===== src/rtl/pla_seq_pkg.sv =====
// ============================================================================
// Module      : pla_seq_pkg
// Description : Shared types and constants for the PLA vector sequencer.
// Revision    : 1.0 - initial release
// ============================================================================
`default_nettype none

package pla_seq_pkg;

  typedef enum logic [1:0] {
    ST_IDLE   = 2'd0,
    ST_SETTLE = 2'd1,
    ST_CHECK  = 2'd2,
    ST_DONE   = 2'd3
  } pla_seq_state_e;

  localparam int CNT_W = 5;

  // Bit n set means the output is 1 for vector index n = {A,B,C,D}.
  localparam logic [15:0] Y_MINTERMS = 16'h8801;
  localparam logic [15:0] Z_MINTERMS = 16'h4020;

endpackage

`default_nettype wire


===== src/rtl/pla_ref_model.sv =====
// ============================================================================
// Module      : pla_ref_model
// Description : Combinational golden PLA; expected Y/Z for a 4-bit vector.
// Revision    : 1.0 - initial release
// ============================================================================
`default_nettype none

module pla_ref_model
  import pla_seq_pkg::*;
(
  input  logic [3:0] vec_i,
  output logic       exp_y_o,
  output logic       exp_z_o
);

  assign exp_y_o = Y_MINTERMS[vec_i];
  assign exp_z_o = Z_MINTERMS[vec_i];

endmodule

`default_nettype wire


===== src/rtl/pla_vector_sequencer.sv =====
// ============================================================================
// Module      : pla_vector_sequencer
// Description : Walks all 16 input vectors of a 4-input PLA, checks Y/Z and
//               tallies pass/fail. Define PLA_SEQ_STOP_ON_FAIL_EN to end the
//               run at the first failing vector.
// Revision    : 1.0 - initial release
// ============================================================================
`default_nettype none

module pla_vector_sequencer
  import pla_seq_pkg::*;
#(
  parameter int unsigned SETTLE_CYCLES = 2
)
(
  input  logic             clk,
  input  logic             rst,
  input  logic             start,
  output logic             A,
  output logic             B,
  output logic             C,
  output logic             D,
  input  logic             Y,
  input  logic             Z,
  output logic             busy,
  output logic             done,
  output logic [CNT_W-1:0] pass_count,
  output logic [CNT_W-1:0] fail_count,
  output logic [3:0]       first_fail_vec
);

  localparam logic [3:0]       c_settle_last = 4'(SETTLE_CYCLES - 1);
  localparam logic [CNT_W-1:0] c_cnt_one     = CNT_W'(1);

  pla_seq_state_e   state_q, state_d;
  logic [3:0]       vec_q, vec_d;
  logic [3:0]       settle_cnt_q, settle_cnt_d;
  logic [3:0]       abcd_q, abcd_d;
  logic [CNT_W-1:0] pass_q, pass_d;
  logic [CNT_W-1:0] fail_q, fail_d;
  logic [3:0]       first_fail_q, first_fail_d;

  logic w_exp_y;
  logic w_exp_z;
  logic w_match;
  logic w_end_run;

  pla_ref_model u_ref (
    .vec_i   (vec_q),
    .exp_y_o (w_exp_y),
    .exp_z_o (w_exp_z)
  );

  // Case equality so an unknown response never counts as a pass.
  assign w_match = (Y === w_exp_y) && (Z === w_exp_z);

`ifdef PLA_SEQ_STOP_ON_FAIL_EN
  assign w_end_run = (vec_q == 4'd15) || !w_match;
`else
  assign w_end_run = (vec_q == 4'd15);
`endif

  always_comb begin
    state_d      = state_q;
    vec_d        = vec_q;
    settle_cnt_d = settle_cnt_q;
    abcd_d       = abcd_q;
    pass_d       = pass_q;
    fail_d       = fail_q;
    first_fail_d = first_fail_q;

    case (state_q)
      ST_IDLE, ST_DONE: begin
        if (start) begin
          state_d      = ST_SETTLE;
          vec_d        = 4'd0;
          settle_cnt_d = 4'd0;
          abcd_d       = 4'd0;
          pass_d       = '0;
          fail_d       = '0;
          first_fail_d = 4'd0;
        end
      end
      ST_SETTLE: begin
        if (settle_cnt_q == c_settle_last) begin
          state_d = ST_CHECK;
        end else begin
          settle_cnt_d = settle_cnt_q + 4'd1;
        end
      end
      ST_CHECK: begin
        settle_cnt_d = 4'd0;
        if (w_match) begin
          pass_d = pass_q + c_cnt_one;
        end else begin
          fail_d = fail_q + c_cnt_one;
          if (fail_q == '0) begin
            first_fail_d = vec_q;
          end
        end
        if (w_end_run) begin
          state_d = ST_DONE;
        end else begin
          state_d = ST_SETTLE;
          vec_d   = vec_q + 4'd1;
          abcd_d  = vec_q + 4'd1;
        end
      end
      default: state_d = ST_IDLE;
    endcase
  end

  always_ff @(posedge clk or posedge rst) begin
    if (rst) begin
      state_q      <= ST_IDLE;
      vec_q        <= 4'd0;
      settle_cnt_q <= 4'd0;
      abcd_q       <= 4'd0;
      pass_q       <= '0;
      fail_q       <= '0;
      first_fail_q <= 4'd0;
    end else begin
      state_q      <= state_d;
      vec_q        <= vec_d;
      settle_cnt_q <= settle_cnt_d;
      abcd_q       <= abcd_d;
      pass_q       <= pass_d;
      fail_q       <= fail_d;
      first_fail_q <= first_fail_d;
    end
  end

  assign {A, B, C, D}   = abcd_q;
  assign busy           = (state_q == ST_SETTLE) || (state_q == ST_CHECK);
  assign done           = (state_q == ST_DONE);
  assign pass_count     = pass_q;
  assign fail_count     = fail_q;
  assign first_fail_vec = first_fail_q;

endmodule

`default_nettype wire


===== config.mk =====
export PLATFORM = sky130hd
export DESIGN_NAME = pla_vector_sequencer
export DESIGN_NICKNAME = d
export VERILOG_FILES = /design/src/rtl/pla_seq_pkg.sv /design/src/rtl/pla_ref_model.sv /design/src/rtl/pla_vector_sequencer.sv
export SDC_FILE = /design/constraint.sdc
export NUM_CORES = 1
export LEC_CHECK = 0
export CORE_MARGIN = 3
export CORE_UTILIZATION = 57
export DETAILED_ROUTE_END_ITERATION = 12
export PLACE_DENSITY = 0.83
export SLEW_MARGIN = 15
export SYNTH_ARGS = -nofsm -noshare
export SYNTH_HDL_FRONTEND = slang
export SYNTH_SLANG_ARGS = --single-unit

===== constraint.sdc =====
create_clock -name clk -period 6.3 [get_ports clk]
set_clock_uncertainty 0.05 [all_clocks]
set_input_delay 1.26 -clock clk [delete_from_list [all_inputs] [get_ports clk]]
set_output_delay 1.26 -clock clk [all_outputs]
set_load 0.005 [all_outputs]

==> run metrics <==
outcome=complete, no violations; H-tree depth=1; Pwr Total=~620 uW; crit-path max FO=10; RSZ-0062 raised after global routing=no; initial DRC count=between 60 and 70; Die H=57.82 um; Cells after Synth=around 170; TritonRoute pass-1 iters=4; Slew Viols, Final=0; flops & latches, synth=24; GR Util met1=30.83%; DRT Wirelength=3.413 mm; ant diodes=0; GRT overflow=0; critical path type=in2reg; # nets final=210; vias per cell=6.186; Post-CTS Setup Inserts=0; Finished Layout Cells=221; global-route wire length before repair=6.134 mm; Slowest-stage cell, CP=nor4_1; min-delay src=first_fail_vec[2]$_DFFE_PP0P_; async set or reset register ratio after synthesis=100.0%; RR Startpoint=state_q[0]$_DFFE_PP0P_; Hold Buf Count CTS=0; final core occ=71.73%; Die X=57.82 um; die area=0.003343 mm2; clk root buf=clkbuf_4; CTS tree=built; Crit path required time=approximately 6.5 ns; Hold Fails Final Rpt=0; top post-synthesis cells by area=dfrtp_1 39%, ha_1 11%, nand4_1 4.5%; Avg WL per Cell=around 15 um; worst relative slew slack=~32%; antenna-violating nets left=0; top cells by count, synth=24 x dfrtp_1, 17 x nand2_1, 13 x ha_1; Critical Path AT=around 3.4 ns; CTS Sinks=24; total CTS buffers=3; Hold/Removal Path Class=reg2reg; grt met2 use=about two fifths; antenna violations before repair=0; GPL Wtd Cong=0.8130; Syn Area/Cell=8.949 um2; area leader, netlist=dfrtp_1; crit path capture type=register; GRT busiest layer=met2; WHS Endpoint=first_fail_vec[2]$_DFFE_PP0P_; maximum vdd drop=0.0003946 V; layout cell share with drive strength beyond 1=3.665%; Placed Cells=about 220; clock tree buffer depth=2; clock slew at reported path FFs=0.14 ns; GRT Total Usage=23.17%; initial core utilization=60.66%; Residual DRC=0; pwr/cell area=between 300 and 400 mW/mm2; CP cell instances=clkdlybuf4s50_1 -> nand2b_1 -> nand2b_1 -> nor4_1 -> and2_1 -> o21ai_0; slowest cell delay on critical path=0.61 ns; met3 Usage GRT=5.122%; top-area cell type share of the netlist area=39.25%; Hold Path Cell Cnt=2; CORE AREA=0.002522 mm2; DP HPWL=2.441 mm; Synth warnings=0; Final Setup Violations=0; Area Growth Syn to Fin=18.23%; Synth cell types=between 40 and 50; Most used DFF post-synth=dfrtp_1; MaxCap Viol Count=0; port bufs=24; Top Ports=25; mapped cell area=around 0.0015 mm2; Final Cycle Share=between 50% and 60%; LEAKAGE=0.0007637 uW; Fmax achieved=slightly above 0.3 GHz; post-cts resize count=0; count leader, synth=dfrtp_1; total number of vias=1367; worst slew pin tran=~1.0 ns; largest net degree at the start of global routing=33; Setup Total Neg Slack=0 ns; later-pin clock latency in the skew report=0.32 ns; number of synthesized flops with an enable pin=0; register area share after synthesis=39.25%; Worst R2R Setup Slack=3.67 ns; Worst R2R Path Depth=7; startpoint types=primary input; Crit Reg-Reg Endpoint=first_fail_vec[3]$_DFFE_PP0P_; Final min period=3.226 ns; Post-Syn Nets=between 150 and 200; vias in the first global route=1382; most frequent CP cell=nand2b_1; row cnt=18
[how the worst max path moves through the flow]
stage                                    end  depth (start not counted)  startpoint
3_5_place_dp   first_fail_vec[3]$_DFFE_PP0P_                          6       start
6_report       first_fail_vec[3]$_DFFE_PP0P_                          6       start
2_1_floorplan  first_fail_vec[0]$_DFFE_PP0P_                          7       start
3_3_place_gp   first_fail_vec[2]$_DFFE_PP0P_                          6       start
4_1_cts        first_fail_vec[3]$_DFFE_PP0P_                          6       start
5_1_grt        first_fail_vec[3]$_DFFE_PP0P_                          6       start
[sequential cells by signal (all words and copies together), names as in the netlist]
register / cells
first_fail_vec: 4
abcd_q: 4
state_q: 2
settle_cnt_q: 4
fail_count: 5
pass_count: 5
[worst max-delay path: cells and delay by family]
kind	cells	cell delay (ns)
AO/OA/AOI/OAI	1	0.13
buffers and inverters	1	0.49
AND/OR/NAND/NOR	4	1.49
[logic make-up after synthesis]
logic type / count (synthesis) / synth area share, %
mux: 4 / 2.943
simple gates: 67 / 22.65
compound gates: 43 / 17.91
flops: 24 / 39.25
xor+xnor: 1 / 0.5725
buf+inv: 19 / 6.051
fa+ha+maj: 13 / 10.63
[cell type report]
class | instances | area (um2)
multi-input cells | 128 | 837.1
fillers | 202 | 713.2
flip-flops and latches | 24 | 600.6
repair buffers | 24 | 240.2
inverters | 11 | 41.29
well taps | 30 | 37.54
clock inverters | 1 | 30.03
clock buffers | 3 | 22.52
[layout by cell type (no fill, tap or decap), types with 2 or more instances in the layout]
cell type	count
dfrtp_1	24
nand4_1	11
a31oi_1	3
clkbuf_4	3
and2_1	2
nor3b_1	2
nor2_1	10
inv_1	11
o211ai_1	5
nor2b_1	3
o221ai_1	2
a21oi_1	9
o21a_1	2
clkdlybuf4s50_1	24
nor3_1	3
mux2i_1	3
nand2_1	17
ha_1	13
and3_1	3
nand3_1	8
o21ai_0	12
nand2b_1	4
[where the power goes]
part	internal [uW]	leakage [uW]	switching [uW]
logic	116	0.000407	187
clock network	64.4	0.0000279	48.2
registers	177	0.000328	28.4
total	357	0.000764	264
[routing by layer]
metal | routed length, um | share of wire, %
met5 | 0 | 0
met4 | 45 | 1.3
met3 | 180 | 5.3
met2 | 1675 | 49
met1 | 1512 | 44
[per-stage QoR]
step | setup WS (ns) | instance area, um2 | hold slack, ns
finish | 3.074 | 1809 | 0.4966
global route | 2.933 | 1809 | 0.5251
CTS | 3.111 | 1809 | 0.5029
detailed placement | 2.768 | 1757 | 0.4707
global placement | 2.932 | 1757 | 0.4687
floorplan | 3.646 | 1530 | 0.4462
(Power assumes the default switching activity.)
